### src/rtl/timer_score_display.sv
// timer_score_display
// Drives a 4-digit multiplexed, active-low 7-segment display with the game
// score on digits 3..2 and the remaining seconds on digits 1..0.
//
// Ports:
//   clk        system clock, all state updates on posedge
//   rst_n      asynchronous active-low reset
//   seconds    remaining seconds 0..31
//   game_over  countdown expired; seconds digits blink while set
//   score      running score 0..127, shown saturated at 99
//   seg        active-low segments, seg[0]=a .. seg[6]=g
//   dp         active-low decimal point (low-time warning on digit 0)
//   an         active-low digit enables, an[0] = rightmost digit
//
// Converter states:
//   state     | meaning
//   S_IDLE    | wait for a {score, seconds} pair different from the last one
//   S_CONVERT | subtract 10 from each working value until both are < 10
//   S_DONE    | commit all four BCD digits together
module timer_score_display #(
  parameter int REFRESH_DIV  = 100000,
  parameter int BLINK_DIV    = 25000000,
  parameter int WARN_SECONDS = 5
) (
  input  logic       clk,
  input  logic       rst_n,
  input  logic [4:0] seconds,
  input  logic       game_over,
  input  logic [6:0] score,
  output logic [6:0] seg,
  output logic       dp,
  output logic [3:0] an
);

  localparam int RW = (REFRESH_DIV > 1) ? $clog2(REFRESH_DIV) : 1;
  localparam int BW = (BLINK_DIV > 1) ? $clog2(BLINK_DIV) : 1;

  typedef enum logic [1:0] {S_IDLE, S_CONVERT, S_DONE} conv_state_t;

  conv_state_t state, state_nxt;

  logic [4:0] seconds_r;
  logic       game_over_r;
  logic [6:0] score_r;
  logic [6:0] score_sat;

  logic [6:0] last_score;
  logic [4:0] last_sec;
  logic [6:0] w_score, red_score;
  logic [4:0] w_sec, red_sec;
  logic [3:0] t_score, t_sec;
  logic       start_conv;

  logic [3:0] bcd_score_tens, bcd_score_ones, bcd_sec_tens, bcd_sec_ones;

  logic [RW-1:0] refresh_cnt;
  logic          refresh_wrap;
  logic [1:0]    digit_idx, idx_nxt;
  logic [BW-1:0] blink_cnt;
  logic          blink_wrap, blink_phase, blink_phase_nxt;

  logic [3:0] bcd_sel;
  logic       blank;
  logic [6:0] seg_nxt;
  logic       dp_nxt;
  logic [3:0] an_nxt;

  function automatic logic [6:0] seg_decode(input logic [3:0] d);
    case (d)
      4'd0:    seg_decode = 7'b1000000;
      4'd1:    seg_decode = 7'b1111001;
      4'd2:    seg_decode = 7'b0100100;
      4'd3:    seg_decode = 7'b0110000;
      4'd4:    seg_decode = 7'b0011001;
      4'd5:    seg_decode = 7'b0010010;
      4'd6:    seg_decode = 7'b0000010;
      4'd7:    seg_decode = 7'b1111000;
      4'd8:    seg_decode = 7'b0000000;
      4'd9:    seg_decode = 7'b0010000;
      default: seg_decode = 7'b1111111;
    endcase
  endfunction

  // Input stage
  always_ff @(posedge clk or negedge rst_n) begin
    if (!rst_n) begin
      seconds_r   <= '0;
      game_over_r <= 1'b0;
      score_r     <= '0;
    end else begin
      seconds_r   <= seconds;
      game_over_r <= game_over;
      score_r     <= score;
    end
  end

  assign score_sat  = (score_r > 7'd99) ? 7'd99 : score_r;
  assign start_conv = ({score_sat, seconds_r} != {last_score, last_sec});
  assign red_score  = (w_score >= 7'd10) ? w_score - 7'd10 : w_score;
  assign red_sec    = (w_sec >= 5'd10) ? w_sec - 5'd10 : w_sec;

  // Converter FSM
  always_ff @(posedge clk or negedge rst_n) begin
    if (!rst_n) state <= S_IDLE;
    else        state <= state_nxt;
  end

  always_comb begin
    state_nxt = state;
    case (state)
      S_IDLE:    if (start_conv) state_nxt = S_CONVERT;
      // Leave on the cycle of the last subtraction so 99 takes 9 cycles here.
      S_CONVERT: if (red_score < 7'd10 && red_sec < 5'd10) state_nxt = S_DONE;
      S_DONE:    state_nxt = S_IDLE;
      default:   state_nxt = S_IDLE;
    endcase
  end

  // The converted pair is recorded at latch time; inputs are not sampled
  // again until IDLE, so this is indistinguishable from recording in DONE.
  always_ff @(posedge clk or negedge rst_n) begin
    if (!rst_n) begin
      last_score     <= '0;
      last_sec       <= '0;
      w_score        <= '0;
      w_sec          <= '0;
      t_score        <= '0;
      t_sec          <= '0;
      bcd_score_tens <= '0;
      bcd_score_ones <= '0;
      bcd_sec_tens   <= '0;
      bcd_sec_ones   <= '0;
    end else begin
      case (state)
        S_IDLE: begin
          if (start_conv) begin
            last_score <= score_sat;
            last_sec   <= seconds_r;
            w_score    <= score_sat;
            w_sec      <= seconds_r;
            t_score    <= '0;
            t_sec      <= '0;
          end
        end
        S_CONVERT: begin
          w_score <= red_score;
          w_sec   <= red_sec;
          if (w_score >= 7'd10) t_score <= t_score + 4'd1;
          if (w_sec >= 5'd10)   t_sec   <= t_sec + 4'd1;
        end
        S_DONE: begin
          bcd_score_tens <= t_score;
          bcd_score_ones <= w_score[3:0];
          bcd_sec_tens   <= t_sec;
          bcd_sec_ones   <= w_sec[3:0];
        end
        default: ;
      endcase
    end
  end

  // Scan and blink dividers
  assign refresh_wrap    = (refresh_cnt == RW'(REFRESH_DIV - 1));
  assign idx_nxt         = refresh_wrap ? digit_idx + 2'd1 : digit_idx;
  assign blink_wrap      = (blink_cnt == BW'(BLINK_DIV - 1));
  assign blink_phase_nxt = blink_phase ^ blink_wrap;

  always_ff @(posedge clk or negedge rst_n) begin
    if (!rst_n) begin
      refresh_cnt <= '0;
      digit_idx   <= '0;
      blink_cnt   <= '0;
      blink_phase <= 1'b0;
    end else begin
      refresh_cnt <= refresh_wrap ? '0 : refresh_cnt + RW'(1);
      digit_idx   <= idx_nxt;
      blink_cnt   <= blink_wrap ? '0 : blink_cnt + BW'(1);
      blink_phase <= blink_phase_nxt;
    end
  end

  // Output content is built from the upcoming index/phase so an, seg and dp
  // all switch on the same edge.
  always_comb begin
    bcd_sel = '0;
    blank   = 1'b0;
    case (idx_nxt)
      2'd0: begin
        bcd_sel = bcd_sec_ones;
        blank   = game_over_r & blink_phase_nxt;
      end
      2'd1: begin
        bcd_sel = bcd_sec_tens;
        blank   = game_over_r & blink_phase_nxt;
      end
      2'd2: bcd_sel = bcd_score_ones;
      2'd3: begin
        bcd_sel = bcd_score_tens;
        blank   = (bcd_score_tens == 4'd0);
      end
      default: ;
    endcase
    seg_nxt = blank ? 7'h7F : seg_decode(bcd_sel);
    dp_nxt  = !((idx_nxt == 2'd0) && !game_over_r && (int'(seconds_r) <= WARN_SECONDS));
    an_nxt  = ~(4'b0001 << idx_nxt);
  end

  always_ff @(posedge clk or negedge rst_n) begin
    if (!rst_n) begin
      an  <= 4'b1111;
      seg <= 7'h7F;
      dp  <= 1'b1;
    end else begin
      an  <= an_nxt;
      seg <= seg_nxt;
      dp  <= dp_nxt;
    end
  end

endmodule

### config.mk
export PLATFORM = sky130hd
export DESIGN_NAME = timer_score_display
export DESIGN_NICKNAME = d
export VERILOG_FILES = /design/src/rtl/timer_score_display.sv
export SDC_FILE = /design/constraint.sdc
export NUM_CORES = 1
export LEC_CHECK = 0
export CAP_MARGIN = 5
export CORE_MARGIN = 2
export CORE_UTILIZATION = 60
export CTS_CLUSTER_DIAMETER = 40
export DETAILED_ROUTE_END_ITERATION = 6
export PLACE_DENSITY = 0.79
export SYNTH_ARGS = -nofsm -noshare
export SYNTH_HDL_FRONTEND = slang
export SYNTH_SLANG_ARGS = --single-unit
### constraint.sdc
create_clock -name clk -period 7.65 [get_ports clk]
set_input_delay 0.765 -clock clk [delete_from_list [all_inputs] [get_ports clk]]
set_output_delay 0.765 -clock clk [all_outputs]
set_load 0.05 [all_outputs]
==> impl_results.rst, run 1 <==
.. list-table::
   :header-rows: 1

   * - Metric
     - Value
   * - Post-synth cell types
     - 63
   * - Total of fill cells in the finished design
     - 639
   * - Number of instances in the synthesized netlist
     - 555
   * - Clock Pin Slew Worst Setup and Hold Paths
     - 0.06 ns
   * - Start-to-end type of the worst setup path
     - flop to flop
   * - Clock network latency to the later pin of the worst-skew pair
     - 0.53 ns
   * - Post-detail-place hpwl
     - 7458 µm
   * - Overall via count from detail_route
     - 4207
   * - Global router's overall resource usage
     - 24.77%
   * - Most frequent cells after synthesis
     - sky130_fd_sc_hd__dfrtp_1 (108), sky130_fd_sc_hd__nor2_1 (71), sky130_fd_sc_hd__nand2_1 (64), sky130_fd_sc_hd__xor2_1 (32), sky130_fd_sc_hd__mux2_2 (26)
   * - Final antenna-violating net count
     - 0
   * - Number of hold buffers added after cts
     - 0
   * - Area leader, netlist
     - sky130_fd_sc_hd__dfrtp_1
   * - Synth Flop Type
     - sky130_fd_sc_hd__dfrtp_1
   * - Mean post-synth cell area
     - 10.41 µm²
   * - Worst Hold Class
     - primary input to asynchronous set/reset pin
   * - Layout cells sized above 1
     - 13.17%
   * - Number of search-and-repair iterations in the first detailed-routing pass
     - 5
   * - Antenna diode count
     - 0
   * - Final Setup Violations
     - 0
   * - TNS Setup
     - 0 ns
   * - Setup repair after global routing missed its margin
     - false
   * - Simple-gate share of the synthesized area
     - 19.64%
   * - Number of flops mapped to enable cells by yosys
     - 0
   * - Maximum level of the CTS H-tree
     - 4
   * - Multi-input combinational cell area
     - 0.002633 mm²
   * - Worst Slack Setup Final
     - 4.246 ns
   * - Storage element area
     - 0.003018 mm²
   * - Final core utilization
     - 72.84%
   * - Biggest area contributors in the synthesized netlist
     - sky130_fd_sc_hd__dfrtp_1 (47%), sky130_fd_sc_hd__dfstp_2 (5.5%), sky130_fd_sc_hd__mux2_2 (5.1%)
   * - Most used standard cell by instance count after synthesis
     - sky130_fd_sc_hd__dfrtp_1
   * - Proportion of netlist area held by the largest area contributor
     - 46.76%
   * - CTS tree
     - yes
   * - Data arrival time at the worst-slack endpoint
     - 3.82 ns
   * - Worst setup slack before clock tree synthesis
     - 4.219 ns
   * - Core ar.
     - 0.009284 mm²
   * - Setup fix buffers added after clock tree synthesis
     - 0
   * - Maximum clock frequency
     - 293.8 MHz
   * - Multiplexer fraction of the synthesized cell area
     - 7.144%
   * - Clock Skew
     - 0.009223 ns
   * - CTS root buffer
     - sky130_fd_sc_hd__clkbuf_8
   * - Syn Std Cell Area
     - 0.005779 mm²
   * - Critical Path Source Type
     - flop
   * - Part of the cycle the worst path needs
     - 44.50%
   * - DP Cell Count
     - 697
   * - Final-report hold violation count
     - 0
   * - Dominant combinational cell family by area after synthesis
     - simple AND/OR/NAND/NOR gates
   * - Part of the Yosys area used for sequential elements
     - 52.22%
   * - Ratio of total power to cell area
     - 366.1 mW/mm²
   * - Number of non-filler instances in the completed layout
     - 729
   * - Full die area
     - 0.01043 mm²
   * - Internal reg-to-reg setup slack
     - 4.25 ns
   * - Number of clock buffers inserted by TritonCTS
     - 17
   * - Data required time at the worst endpoint
     - 8.07 ns
   * - Asr flop ratio synth
     - 100.0%
   * - Net count, final
     - 611
   * - Design Area, Final
     - 0.006763 mm²
   * - Width of the die
     - 102.1 µm
   * - Number of synthesis warnings
     - 0
   * - Static Leak
     - 3.037 nW
   * - Number of antenna violations at the first check in global routing
     - 0
   * - Routed wire length per instance
     - 15.91 µm
   * - Routability congestion estimate from global placement
     - 0.9684
   * - Outcome
     - complete, no violations
   * - Maximum number of buffers from clock root to sink
     - 2
   * - Yosys reg bits
     - 120
   * - Worst IR drop on VDD
     - 0.0001539 V
   * - Area grow syn2layout
     - 17.02%
   * - Synthesized netlist net count
     - 579
   * - Xor/xnor cell area share of the yosys netlist
     - 7.729%
   * - Via density per instance
     - 5.771
   * - Headroom to the max-slew limit
     - 33.59%
   * - Row count
     - 35
   * - PortBufs
     - 26
   * - Synthesized-area fraction occupied by adder cells
     - 1.948%
   * - Total congestion overflow after global routing
     - 0
   * - Vertical die dimension
     - 102.1 µm
   * - Launch point of the critical path
     - refresh_cnt[12]
   * - Number of I/O pins
     - 27
   * - Max-cap violations
     - 0
   * - Transition time at the pin with the least slew margin
     - 0.9961 ns
   * - Maximum fanout along the worst path
     - 24
   * - Sinks on the clock net
     - 120
   * - Crit Reg-Reg Startpoint
     - refresh_cnt[12]
   * - Largest net degree at the start of global routing
     - 69
   * - Via count of the first global-routing pass
     - 4201
   * - Capturing element type of the critical path
     - flop
   * - Total wirelength of the detailed-routed design
     - 11600 µm
   * - Synth Area in Compound Gates
     - 9.093%
   * - Total of cells resized after clock tree synthesis
     - 0
   * - Post-route DRC violation count
     - 0
   * - Number of slew-limit violations in the final report
     - 0
   * - Minimum clock period
     - 3.404 ns
   * - Starting density of the core
     - 62.25%
   * - Wire length of the first global-routing pass
     - 19810 µm
   * - DRC marker count from the first detailed-route iteration
     - 239
   * - Instance area at placement
     - 0.006133 mm²
layer usage:
metal | GRT usage, % | wire length, µm
met3 | 6.840 | 479
met5 | 0 | 0
met4 | 8.821 | 187
met1 | 31.67 | 5164
met2 | 40.84 | 5765
cells by family after synthesis:
group	count (synthesis)
flip-flops	120
buffers and inverters	27
multiplexers	38
adder cells (fa/ha/maj)	9
AO/OA/AOI/OAI	75
AND/OR/NAND/NOR	235
XOR/XNOR	51
stage by stage:
| step | hold WS [ns] | total power [mW] |
|---|---|---|
| after floorplan | 0.4360 | 1.439 |
| after global placement | 0.4555 | 1.597 |
| after detailed placement | 0.4582 | 1.628 |
| after CTS | 0.2830 | 2.481 |
| after global routing | 0.3189 | 2.626 |
| final | 0.2573 | 2.476 |
where the power goes:
group / total (mW) / internal [mW] / switching, mW
Clock: 0.841 / 0.555 / 0.287
Combinational: 0.707 / 0.302 / 0.405
Sequential: 0.927 / 0.787 / 0.141
sequential cells by signal, summed over array words and instances (netlist names), 5 cells and up:
register,count
refresh_cnt,17
seg,7
seconds_r,5
score_r,7
w_score,7
blink_cnt,25
w_sec,5
last_score,7
last_sec,5
final cells by class:
class                           count  area share [%]
Timing Repair Buffer               29           4.144
Inverter                           11          0.6105
Clock buffer                       21           6.790
Clock inverter                     11           2.516
Sequential cell                   120           44.63
Tap cell                          129           2.387
Multi-Input combinational cell    408           38.93
final timing paths:
kind | to | cells after the start
max in group asynchronous | blink_cnt[11] | 2
max | seg[3] | 8
min reg2reg | blink_cnt[8] | 1
min in group clk | blink_cnt[8] | 1
max reg2reg | seg[3] | 8
min | last_sec[2] | 1
critical path: stages, from the launching register on:
cell                       delay, ns
sky130_fd_sc_hd__dfrtp_1        0.43
sky130_fd_sc_hd__or4_4          0.53
sky130_fd_sc_hd__and4bb_1       0.94
sky130_fd_sc_hd__mux2_2         0.42
sky130_fd_sc_hd__a211o_1        0.33
sky130_fd_sc_hd__ha_1           0.31
sky130_fd_sc_hd__nand2b_1       0.15
sky130_fd_sc_hd__nand2_1        0.09
sky130_fd_sc_hd__nand3_1        0.09
layout by cell type, fill, tap and decap left out, types with 6 or more instances in the layout:
| cell | instances |
|---|---|
| sky130_fd_sc_hd__o21ai_0 | 22 |
| sky130_fd_sc_hd__xor2_1 | 32 |
| sky130_fd_sc_hd__dfrtp_1 | 108 |
| sky130_fd_sc_hd__nor2_1 | 71 |
| sky130_fd_sc_hd__dfstp_2 | 12 |
| sky130_fd_sc_hd__or3_1 | 6 |
| sky130_fd_sc_hd__clkbuf_16 | 16 |
| sky130_fd_sc_hd__ha_1 | 9 |
| sky130_fd_sc_hd__nand2b_1 | 10 |
| sky130_fd_sc_hd__a21o_1 | 6 |
| sky130_fd_sc_hd__and3_1 | 7 |
| sky130_fd_sc_hd__nor3_1 | 8 |
| sky130_fd_sc_hd__xnor2_1 | 19 |
| sky130_fd_sc_hd__inv_1 | 10 |
| sky130_fd_sc_hd__a221o_1 | 7 |
| sky130_fd_sc_hd__a21oi_1 | 11 |
| sky130_fd_sc_hd__nand3_1 | 24 |
| sky130_fd_sc_hd__clkdlybuf4s50_1 | 25 |
| sky130_fd_sc_hd__nor2b_1 | 10 |
| sky130_fd_sc_hd__nand4_1 | 11 |
| sky130_fd_sc_hd__mux2i_1 | 12 |
| sky130_fd_sc_hd__mux2_2 | 26 |
| sky130_fd_sc_hd__nand2_1 | 64 |
Note: power is estimated with default switching activity, not from simulation.
==> run 2, diff against run 1 <==
==> constraint.sdc (replaced) <==
create_clock -name clk -period 3.3 [get_ports clk]
set_input_delay 0.33 -clock clk [delete_from_list [all_inputs] [get_ports clk]]
set_output_delay 0.33 -clock clk [all_outputs]
set_load 0.05 [all_outputs]
==> impl_results.rst, run 2 (synthesis gave the netlist of run 1 again) <==
.. list-table::
   :header-rows: 1

   * - Metric
     - Value
   * - Final Setup Violations
     - 0
   * - Via count of the first global-routing pass
     - 4280
   * - Worst Slack Setup Final
     - 0.3322 ns
   * - Part of the cycle the worst path needs
     - 89.93%
   * - Max-cap violations
     - 0
   * - Global router's overall resource usage
     - 25.26%
   * - Number of slew-limit violations in the final report
     - 0
   * - Top reg by flops
     - blink_cnt
   * - Number of search-and-repair iterations in the first detailed-routing pass
     - 7
   * - Core ar.
     - 0.009284 mm²
   * - Data arrival time at the worst-slack endpoint
     - 3.38 ns
   * - Commonest cells after routing, fill and taps aside
     - sky130_fd_sc_hd__dfrtp_1 (108), sky130_fd_sc_hd__nor2_1 (71), sky130_fd_sc_hd__nand2_1 (64)
   * - CTS tree
     - yes
   * - Total wirelength of the detailed-routed design
     - 11540 µm
   * - Row count
     - 35
   * - Ratio of total power to cell area
     - 841.6 mW/mm²
   * - Setup repair after global routing missed its margin
     - false
   * - Data required time at the worst endpoint
     - 3.71 ns
   * - Transition time at the pin with the least slew margin
     - 0.8223 ns
   * - Comb pwr share
     - 29.0%
   * - Number of clock buffers inserted by TritonCTS
     - 17
   * - Start-to-end type of the worst setup path
     - flop to flop
   * - CTS root buffer
     - sky130_fd_sc_hd__clkbuf_8
   * - Minimum clock period
     - 2.968 ns
   * - Routed wire length per instance
     - 15.72 µm
   * - Antenna diode count
     - 0
   * - Headroom to the max-slew limit
     - 45.07%
   * - Outcome
     - complete, no violations
   * - Number of antenna violations at the first check in global routing
     - 0
   * - Clock share of power
     - 33.5%
   * - Layout cells sized above 1
     - 13.88%
   * - Largest net degree at the start of global routing
     - 73
   * - Clock Skew
     - 0.01046 ns
   * - Largest register FFs
     - 25
   * - Total congestion overflow after global routing
     - 0
   * - Overall via count from detail_route
     - 4187
   * - Most common cell after layout, fill and taps aside
     - sky130_fd_sc_hd__dfrtp_1
   * - Full die area
     - 0.01043 mm²
   * - Final antenna-violating net count
     - 0
   * - Top flop regs
     - blink_cnt x25, refresh_cnt x17
   * - Via density per instance
     - 5.704
   * - Static Leak
     - 3.063 nW
   * - Sinks on the clock net
     - 120
   * - Maximum number of buffers from clock root to sink
     - 2
   * - Maximum fanout along the worst path
     - 9
   * - TNS Setup
     - 0 ns
   * - Wire length of the first global-routing pass
     - 20130 µm
   * - Final core utilization
     - 73.46%
   * - Capturing element type of the critical path
     - flop
   * - Maximum level of the CTS H-tree
     - 4
   * - Post-route DRC violation count
     - 0
   * - Worst setup slack before clock tree synthesis
     - 0.3343 ns
   * - Share of power burned in registers
     - 37.5%
   * - Area grow syn2layout
     - 18.01%
   * - Width of the die
     - 102.1 µm
   * - Sw Ratio
     - 33.44%
   * - Worst Hold Class
     - primary input to flop
   * - Net count, final
     - 617
   * - Setup fix buffers added after clock tree synthesis
     - 0
   * - DRC marker count from the first detailed-route iteration
     - 176
   * - Worst IR drop on VDD
     - 0.0007889 V
   * - Clock Pin Slew Worst Setup and Hold Paths
     - 0.06 ns
   * - Routability congestion estimate from global placement
     - 0.9585
   * - Final-report hold violation count
     - 0
   * - Clock network latency to the later pin of the worst-skew pair
     - 0.52 ns
   * - Hold WS
     - 0.2432 ns
   * - Starting density of the core
     - 62.25%
   * - Number of I/O pins
     - 27
   * - Cell internal power dissipation
     - 3.821 mW
   * - Vertical die dimension
     - 102.1 µm
   * - Post-detail-place hpwl
     - 7804 µm
   * - PortBufs
     - 26
   * - Maximum clock frequency
     - 337.0 MHz
   * - Total of fill cells in the finished design
     - 636
   * - Net load switching power
     - 1.919 mW
   * - Critical Path Source Type
     - flop
==> run 2: cell types whose count changed in the layout (fill, tap and decap cells not counted) <==
| cell | previous run | this run |
|---|---|---|
| sky130_fd_sc_hd__clkinv_2 | 2 | 1 |
| sky130_fd_sc_hd__dlygate4sd3_1 | 0 | 1 |
| sky130_fd_sc_hd__buf_4 | 4 | 8 |
| sky130_fd_sc_hd__clkinv_4 | 2 | 1 |
| sky130_fd_sc_hd__buf_12 | 0 | 1 |
| sky130_fd_sc_hd__clkinvlp_4 | 3 | 5 |
| sky130_fd_sc_hd__clkbuf_1 | 1 | 0 |
==> run 2: cell type report <==
cell class	count	area (µm²)	share of cell area, %
flip-flops and latches	120	3018	44.25
multi-input cells	408	2633	38.60
clock buffers	20	455.4	6.678
repair buffers	35	340.3	4.990
clock inverters	11	171.4	2.513
well taps	129	161.4	2.367
inverters	11	41.29	0.6054
==> run 2: critical path, stage by stage (launching register included) <==
cell                       delay, ns
sky130_fd_sc_hd__dfrtp_1        0.44
sky130_fd_sc_hd__or4_4          0.53
sky130_fd_sc_hd__and4bb_1       0.53
sky130_fd_sc_hd__mux2_2         0.39
sky130_fd_sc_hd__a211o_1        0.35
sky130_fd_sc_hd__ha_1           0.32
sky130_fd_sc_hd__nand2b_1       0.15
sky130_fd_sc_hd__nand2_1        0.09
sky130_fd_sc_hd__nand3_1        0.08
==> run 2: path summary, 6_finish.rpt <==
check / cells past startpoint / endpoint / slack [ns] / from
max: 8 / seg[3] / 0.33 / refresh_cnt[12]
max reg2reg: 8 / seg[3] / 0.33 / refresh_cnt[12]
min in group asynchronous: 2 / last_sec[3] / 0.37 / rst_n
max in group asynchronous: 3 / seg[3] / 2.11 / rst_n
min reg2reg: 1 / blink_cnt[4] / 0.48 / blink_cnt[4]
min: 1 / seconds_r[4] / 0.24 / seconds[4]
==> run 2: power by group through the flow <==
stage	combinational, mW	sequential [mW]	clock, mW
3_5_place_dp	1.64	2.16	0
2_1_floorplan	1.14	2.20	0
4_1_cts	1.66	2.15	1.95
5_1_grt	1.86	2.20	2.04
6_report	1.66	2.15	1.92
3_3_place_gp	1.57	2.15	0
==> run 2: layer usage <==
metal	up-vias	GRT usage, %	wire length, µm
li1	2021	-	-
met1	2054	32.06	5082
met2	96	41.45	5776
met3	16	7.182	522
met4	0	9.641	154
met5	-	0	0
==> run 2: stage by stage <==
| step | instances | power, mW | area (µm²) |
|---|---|---|---|
| after floorplan | 555 | 3.337 | 5779 |
| after global placement | 702 | 3.719 | 6183 |
| after detailed placement | 702 | 3.798 | 6183 |
| after CTS | 734 | 5.756 | 6820 |
| after global routing | 734 | 6.089 | 6820 |
| final | 734 | 5.740 | 6820 |
==> run 2: what timing repair did <==
| action | 4_1_cts | 5_1_grt |
|---|---|---|
| gates resized for setup | 0 | 0 |
| hold buffers | 1 | 0 |
| endpoints found under the hold margin | 48 | 0 |
